$ cat config.mk
export PLATFORM = sky130hd
export DESIGN_NAME = half_adder_flat
export DESIGN_NICKNAME = d
export VERILOG_FILES = /design/src/rtl/half_adder_pkg.sv /design/src/rtl/half_adder_if.sv /design/src/rtl/ha_cell.sv /design/src/rtl/half_adder.sv /design/src/flat_wrapper.sv
export SDC_FILE = /design/constraint.sdc
export NUM_CORES = 1
export LEC_CHECK = 0
export ABC_AREA = 1
export CORE_AREA = 2 2 39 41
export CTS_BUF_LIST = sky130_fd_sc_hd__clkbuf_4 sky130_fd_sc_hd__clkbuf_8 sky130_fd_sc_hd__clkbuf_16
export DETAILED_ROUTE_END_ITERATION = 10
export DIE_AREA = 0 0 41 43
export PLACE_DENSITY = 0.43
export SKIP_LAST_GASP = 1
export SLEW_MARGIN = 20
export SYNTH_ARGS = -nofsm -noshare
export SYNTH_HDL_FRONTEND = slang
export SYNTH_SLANG_ARGS = --single-unit
$ cat constraint.sdc
create_clock -name clk -period 1 [get_ports clk]
set_input_delay 0.15 -clock clk [delete_from_list [all_inputs] [get_ports clk]]
set_output_delay 0.15 -clock clk [all_outputs]
set_load 0.1 [all_outputs]
$ cat src/rtl/half_adder_pkg.sv
// Shared constants for the half-adder slice: default and maximum lane counts.
package half_adder_pkg;

    localparam int unsigned HA_DEFAULT_WIDTH = 1;
    localparam int unsigned HA_MAX_WIDTH     = 64;

endpackage

$ cat src/rtl/half_adder_if.sv
// Operand/result bundle for half_adder; master drives operands, slave returns results.
interface half_adder_if
    import half_adder_pkg::*;
#(
    parameter int unsigned WIDTH = HA_DEFAULT_WIDTH
);

    logic [WIDTH-1:0] a;
    logic [WIDTH-1:0] b;
    logic             in_valid;
    logic [WIDTH-1:0] sum;
    logic [WIDTH-1:0] carry;
    logic [WIDTH-1:0] sum_q;
    logic [WIDTH-1:0] carry_q;
    logic             out_valid;

    modport master (
        output a, b, in_valid,
        input  sum, carry, sum_q, carry_q, out_valid
    );

    modport slave (
        input  a, b, in_valid,
        output sum, carry, sum_q, carry_q, out_valid
    );

endinterface

$ cat src/rtl/ha_cell.sv
// Single-bit combinational half adder.
module ha_cell (
    input  logic a,
    input  logic b,
    output logic sum,
    output logic carry
);

    assign sum   = a ^ b;
    assign carry = a & b;

endmodule

$ cat src/rtl/half_adder.sv
// WIDTH independent half-adder lanes with combinational results and an optional
// in_valid-qualified register stage.
module half_adder
    import half_adder_pkg::*;
#(
    parameter int unsigned WIDTH   = HA_DEFAULT_WIDTH,
    parameter bit          REG_OUT = 1'b1
) (
    input logic          clk,
    input logic          rst,
    half_adder_if.slave  bus
);

    if (WIDTH == 0 || WIDTH > HA_MAX_WIDTH) begin : g_bad_width
        $error("half_adder: WIDTH %0d outside 1..%0d", WIDTH, HA_MAX_WIDTH);
    end

    logic [WIDTH-1:0] sum_w;
    logic [WIDTH-1:0] carry_w;

    for (genvar i = 0; i < WIDTH; i++) begin : g_lane
        ha_cell u_cell (
            .a     (bus.a[i]),
            .b     (bus.b[i]),
            .sum   (sum_w[i]),
            .carry (carry_w[i])
        );
    end

    assign bus.sum   = sum_w;
    assign bus.carry = carry_w;

    if (REG_OUT) begin : g_reg
        logic [WIDTH-1:0] sum_d, sum_q;
        logic [WIDTH-1:0] carry_d, carry_q;
        logic             valid_q;

        // Results hold when no operand is offered.
        always_comb begin
            sum_d   = sum_q;
            carry_d = carry_q;
            if (bus.in_valid) begin
                sum_d   = sum_w;
                carry_d = carry_w;
            end
        end

        always_ff @(posedge clk or posedge rst) begin
            if (rst) begin
                sum_q   <= '0;
                carry_q <= '0;
                valid_q <= 1'b0;
            end else begin
                sum_q   <= sum_d;
                carry_q <= carry_d;
                valid_q <= bus.in_valid;
            end
        end

        assign bus.sum_q     = sum_q;
        assign bus.carry_q   = carry_q;
        assign bus.out_valid = valid_q;
    end else begin : g_noreg
        logic unused_clk_rst;
        assign unused_clk_rst = clk ^ rst;

        assign bus.sum_q     = '0;
        assign bus.carry_q   = '0;
        assign bus.out_valid = 1'b0;
    end

endmodule

$ cat src/flat_wrapper.sv
// flat-port wrapper written by rule: the top's interface ports become plain ports
module half_adder_flat import half_adder_pkg::*;
#(
    parameter int unsigned WIDTH   = HA_DEFAULT_WIDTH,
    parameter bit          REG_OUT = 1'b1
)
  (clk, rst, bus_a, bus_b, bus_in_valid, bus_sum, bus_carry, bus_sum_q, bus_carry_q, bus_out_valid);
  half_adder_if #(.WIDTH(WIDTH)) bus_i ();
  input logic clk;
  input logic rst;
  input wire logic [$bits(bus_i.a)-1:0] bus_a;
  input wire logic [$bits(bus_i.b)-1:0] bus_b;
  input wire logic [$bits(bus_i.in_valid)-1:0] bus_in_valid;
  output wire logic [$bits(bus_i.sum)-1:0] bus_sum;
  output wire logic [$bits(bus_i.carry)-1:0] bus_carry;
  output wire logic [$bits(bus_i.sum_q)-1:0] bus_sum_q;
  output wire logic [$bits(bus_i.carry_q)-1:0] bus_carry_q;
  output wire logic [$bits(bus_i.out_valid)-1:0] bus_out_valid;
  assign bus_i.a = bus_a;
  assign bus_i.b = bus_b;
  assign bus_i.in_valid = bus_in_valid;
  assign bus_sum = bus_i.sum;
  assign bus_carry = bus_i.carry;
  assign bus_sum_q = bus_i.sum_q;
  assign bus_carry_q = bus_i.carry_q;
  assign bus_out_valid = bus_i.out_valid;
  half_adder #(.WIDTH(WIDTH), .REG_OUT(REG_OUT)) u_core (.clk(clk), .rst(rst), .bus(bus_i));
endmodule
Yosys cells after proc, flatten, opt, wreduce, memory -nomap -nowiden
Cells that the tools add are included.
{"block": "totals", "register_bits": 3, "in_bits": 5}
{"block": "classes", "bitwise": 2}
{"op": "1-bit AND", "n": 1}
{"op": "1-bit bitwise XOR", "n": 1}

Depth between registers and ports, before layout
Gate-level depths: netlist (run 1).
{"block": "logic_depth", "depth_word": 1, "ltp_mapped": 3, "mapped_depth_nobuf": 3}

By module
From an unflattened synthesis (run 1), not the netlist that was laid out.
{"block": "hier_totals", "cells_unflattened": 12, "area_unflattened_um2": 117.6}
{"mod": "half_adder", "instances": 1, "cells_each": 11, "area_per_inst_um2": 105.1, "seq_area_each_um2": 75.1}
{"mod": "ha_cell", "instances": 1, "cells_each": 1, "area_per_inst_um2": 12.5, "seq_area_each_um2": 0.0}

Worst setup path before layout (run 1)
No wires, ideal clock.
{"block": "synth_timing", "path_kind": "input to register", "startpoint": "input bus_b", "endpoint": "register u_core.g_reg.sum_q, in the netlist u_core.bus.sum_q", "setup_time_ns": 0.067, "arrival_ns": 1.186, "path_slack_ns": -0.253, "stages": 3, "cell_sequence": "ha_1 nand2_1 nand2_1"}
{"block": "synth_via", "elab_chain_cells": 1}
{"element": "from (decl)", "line": "flat_wrapper.sv:12", "source": "input wire logic [$bits(bus_i.b)-1:0] bus_b;"}
{"element": "1-bit bitwise XOR", "line": "ha_cell.sv:9", "source": "assign sum = a ^ b;"}
{"element": "to (signal assigned)", "line": "half_adder.sv:54", "source": "sum_q <= sum_d;"}
{"element": "to (decl)", "line": "half_adder.sv:34", "source": "logic [WIDTH-1:0] sum_d, sum_q;"}
Every way passes these cells.
A chain may end at the register's enable or synchronous reset.

Final worst setup path (run 1)
{"block": "layout_timing", "startpoint": "input bus_a", "endpoint": "output bus_sum"}
{"block": "layout_via", "elab_chain_cells": 1}
{"element": "from (decl)", "line": "flat_wrapper.sv:11", "source": "input wire logic [$bits(bus_i.a)-1:0] bus_a;"}
{"element": "1-bit bitwise XOR", "line": "ha_cell.sv:9"}
{"element": "to (decl)", "line": "flat_wrapper.sv:14", "source": "output wire logic [$bits(bus_i.sum)-1:0] bus_sum;"}
Every way passes these cells.

==> qor.csv, run 1 <==
stage;metric;value;unit
cells_and_area;seq_area;78.83;um2
power;power_density;1928;nW/um2
place;dp_cells;37;
cells_and_area;final_layout_size_suffix_gt1_share;52.00;%
sta;rsz0062_at_grt;yes;
setup_path;cp-start-kind;input port;
place;dpl-instance-area;284.0;um2
clocking;clock-sinks;3;
yosys;syn_area;117.6;um2
drt;ant_nets;0;
setup_path;crit_fanout;2;
yosys;synth_seq_area_share;63.83;%
sta;period_minus_slack;976.0;ps
die;pin_count;10;
job;cap_violations;0;
die;die_h;43;um
cells_and_area;antenna_cells;0;
cells_and_area;utilization;23.42;%
die;core-area;1384;um2
yosys;syn_area_per_cell;9.801;um2
clocking;clk_latency;230;ps
cells_and_area;fillCellCount;146;
cells_and_area;fin_nets;32;
sta;setup_viol;0;
clocking;root_buffer;clkbuf_4;
grt;grt_pass1_vias;144;
drt;vias_per_cell;3.098;
grt;antenna_found_initial;0;
yosys;ys_seq_elements;3;
cells_and_area;final_cell_area;324.1;um2
status;outcome;complete, no violations;
drt;dr.pass1.iters;2;
clocking;htreeDepth;1;
grt;overflow;0;
drt;drtIter0Drc;2;
die;rows;14;
sta;whs;83.93;ps
place;portBuffers;9;
setup_path;endpoint_kind;output pin;
yosys;synth_nets;18;
yosys;syn_inst;12;
place;gp_congestion;0.6239;
sta;worstMarginPinSlew;125.1;ps
place;place_worst_setup_slack;-274.5;ps
cells_and_area;area_growth;175.5;%
setup_path;critPathKind;in2out;
drt;vias;127;
clocking;cts_buffer_depth;2;
clocking;path_clk_slew;40;ps
power;leakagePower;0.1496;nW
drt;wire_per_inst;8.805;um
power;total_power;0.6248;mW
setup_path;cp.required;850;ps
yosys;yosys_warnings;0;
drt;wl;361;um
grt;grt_max_degree;5;
cells_and_area;multi_input_area;47.55;um2
drt;drt_drc_violations_left;0;
yosys;synth.distinct_cells;4;
worst_hold_path;worstHoldPathType;in2async;
die;fp.dieW;41;um
clocking;cts_buffers;3;
grt;grtUsageTotal;6.546;%
sta;fin_ws;24.02;ps
sta;drv_slew;0;
sta;post-route-period-util;97.60;%
sta;fmax;1025;MHz
sta;fin_skew;0;ps
setup_path;arrival;830;ps
die;floorplan.initialDensity;8.499;%
sta;hold_viol_final;0;
grt;grt_pass1_wl;614;um
sta;slew_headroom;91.65;%
cells_and_area;final_cells;41;
power;peakVddDrop;0.4456;mV
die;fp.dieArea;1763;um2
clocking;cts_tree;built;
sta;tns;0;ps
-- layout make-up --
| type | instances | area share [%] |
|---|---|---|
| repair buffers | 9 | 43.24 |
| clock buffers | 4 | 9.266 |
| flip-flops and latches | 3 | 24.32 |
| inverters | 2 | 2.317 |
| multi-input cells | 7 | 14.67 |
| well taps | 16 | 6.178 |
-- layer usage --
metal	vias to the layer above	routed length [um]	part of all wire, %	global-route usage [%]
met4	0	5	1.4	8.000
met5	-	0	0	0
li1	61	-	-	-
met1	54	173	48	6.494
met3	2	42	12	7.853
met2	10	140	39	5.625
-- worst max-delay path: stages --
cell and delay (ps):
clkdlybuf4s15_1 210, ha_4 300, buf_12 170
-- layout by cell type (no fill, tap or decap) --
cell,count
nand2_1,6
inv_1,2
clkdlybuf4s50_1,2
buf_12,5
clkbuf_4,4
dfrtp_2,3
ha_4,1
clkdlybuf4s15_1,2
-- power by group --
part           total [mW]  switching [mW]  internal (mW)
clock network       0.242          0.0649          0.177
registers           0.145          0.0108          0.134
logic               0.238           0.150         0.0885
total               0.625           0.225          0.399
-- synth_stat cells (all sizes together) --
master | n | area, um2
nand2 | 6 | 22.52
dfrtp | 3 | 75.07
ha | 1 | 12.51
inv | 2 | 7.510
-- path summary, 6_finish.rpt --
check,start,slack (ps),cells past startpoint,end
setup / recovery,bus_a,20,3,bus_sum
hold / removal,rst,80,2,u_core.bus.out_valid
setup reg to reg,u_core.bus.carry_q,350,2,u_core.bus.carry_q
hold reg to reg,u_core.bus.sum_q,510,2,u_core.bus.sum_q
max in group asynchronous,rst,770,2,u_core.bus.carry_q
min in group clk,bus_b,420,4,u_core.bus.sum_q
-- flip-flops by register name, summed over array words and instances, names as in the netlist --
register and flops:
u_core.bus.out_valid 1, u_core.bus.carry_q 1, u_core.bus.sum_q 1
-- timing repair --
action                                  in CTS  in global routing
endpoints found under the setup margin       2                  1
resized for setup                            5                  0
pin swaps                                    1                  0
hold buffers                                 0                  0
buffers inserted                             0                  0
endpoints found under the hold margin        0                  0
-- cells by family after synthesis --
| kind of cell | Yosys count | synth area share [%] |
|---|---|---|
| adder cells (fa/ha/maj) | 1 | 10.64 |
| buffers and inverters | 2 | 6.385 |
| AND/OR/NAND/NOR | 6 | 19.15 |
| flip-flops | 3 | 63.83 |
Note: power is estimated with default switching activity, not from simulation.
==> run 2, diff against run 1 <==
TNS_END_PERCENT = 50   (was not set)
==> qor.csv, run 2 (same netlist as run 1, synthesis figures left out) <==
stage;metric;value;unit
status;outcome;complete, no violations;
sta;period_minus_slack;970.4;ps
place;gp_congestion;0.5740;
sta;drv_slew;0;
job;cap_violations;0;
worst_hold_path;worstHoldPathType;in2async;
setup_path;cp_top_family;flip-flops;
power;leakagePower;0.1509;nW
setup_path;endpoint_kind;output pin;
die;pin_count;10;
drt;dr.pass1.iters;2;
sta;whs;86.20;ps
setup_path;cp.required;850;ps
grt;antenna_found_initial;0;
setup_path;worstPathCellList;buf_12;
clocking;path_clk_slew;40;ps
sta;rsz0062_at_grt;no;
sta;hold_viol_final;0;
drt;drtIter0Drc;4;
place;portBuffers;9;
die;fp.dieArea;1763;um2
sta;slew_headroom;91.19;%
setup_path;cp-start-kind;flip-flop;
setup_path;critPathSlowestCell;dfrtp_2;
clocking;cts_buffer_depth;2;
cells_and_area;multi_input_area;47.55;um2
cells_and_area;final_cell_area;311.5;um2
grt;grtUsageTotal;6.445;%
die;core-area;1384;um2
drt;wl;370;um
grt;grt_pass1_wl;641;um
power;power_density;1996;nW/um2
place;dpl-instance-area;281.5;um2
cells_and_area;fin_nets;32;
setup_path;arrival;820;ps
clocking;cts_tree;built;
clocking;root_buffer;clkbuf_4;
grt;overflow;0;
sta;worstMarginPinSlew;131.7;ps
setup_path;cp_slowest_stage_delay;420;ps
die;rows;14;
drt;vias_per_cell;3.098;
setup_path;crit_fanout;2;
clocking;clock-sinks;3;
sta;fmax;1030;MHz
clocking;clk_latency;230;ps
sta;setup_viol;0;
cells_and_area;area_growth;164.9;%
cells_and_area;antenna_cells;0;
sta;post-route-period-util;97.04;%
drt;ant_nets;0;
drt;vias;127;
die;floorplan.initialDensity;8.499;%
cells_and_area;final_cell_mix;nand2_1 (6), buf_12 (5), clkbuf_4 (4);
cells_and_area;utilization;22.51;%
grt;grt_pass1_vias;150;
drt;wire_per_inst;9.024;um
clocking;htreeDepth;1;
cells_and_area;final_layout_size_suffix_gt1_share;52.00;%
clocking;cts_buffers;3;
die;die_h;43;um
sta;fin_skew;0;ps
cells_and_area;seq_area;76.32;um2
cells_and_area;fillCellCount;162;
drt;drt_drc_violations_left;0;
setup_path;path_buf_inv;1;
grt;grt_max_degree;5;
die;fp.dieW;41;um
power;peakVddDrop;0.5031;mV
setup_path;critPathKind;reg2out;
cells_and_area;layout_commonest_cell;nand2_1;
run 2: cell types whose count changed in the layout (fill, tap and decap cells not counted), sizes merged:
cell	before	now
clkbuf	4	6
clkdlybuf4s15	2	0
run 2: timing repair:
action,in CTS,in global routing
endpoints found under the setup margin,2,1
resized for setup,5,2
pin swaps,1,1
setup buffers,0,0
hold buffers,0,0
run 2: per-layer routing:
layer,part of all wire [%],vias up,track usage (%),wire length [um]
met4,3.8,0,10.00,14
li1,-,60,-,-
met2,44,12,7.187,164
met1,37,53,6.494,138
met3,14,2,3.141,53
met5,0,-,0,0
run 2: final cells by class:
type                    instances  area share (%)
inverters                       2           2.410
flip-flops and latches          3           24.50
clock buffers                   4           9.639
multi-input cells               7           15.26
well taps                      16           6.426
repair buffers                  9           41.77
run 2: stage by stage:
step	total power, mW	setup TNS (ps)	instances	worst slack [ps]
after global routing	0.6579	0	41	10.98
after CTS	0.6367	0	41	17.99
final	0.6219	0	41	29.55
after global placement	0.3769	-599.3	37	-255.8
after detailed placement	0.3796	-651.4	37	-263.5
after floorplan	0.2822	-226.6	12	-145.6
run 2: worst paths after layout:
check,from,endpoint,slack [ps],cells past startpoint
worst max-delay path,u_core.bus.carry_q,bus_carry_q,30,1
worst min-delay path,rst,u_core.bus.out_valid,90,2
worst max register to register,u_core.bus.carry_q,u_core.bus.carry_q,360,2
worst min register to register,u_core.bus.carry_q,u_core.bus.carry_q,510,2
max in group asynchronous,rst,u_core.bus.carry_q,770,2
min in group clk,bus_a,u_core.bus.sum_q,300,4
run 2: power breakdown:
part	leakage, nW	switching [mW]	total, mW	internal [mW]
logic	0.0971	0.150	0.236	0.0862
clock network	0.0184	0.0658	0.243	0.177
registers	0.0355	0.0104	0.143	0.133
total	0.151	0.226	0.622	0.396
run 2: worst reg2reg max path, stage by stage (launching register included):
cell and delay [ps]:
dfrtp_2 420, nand2_1 70, nand2_1 40
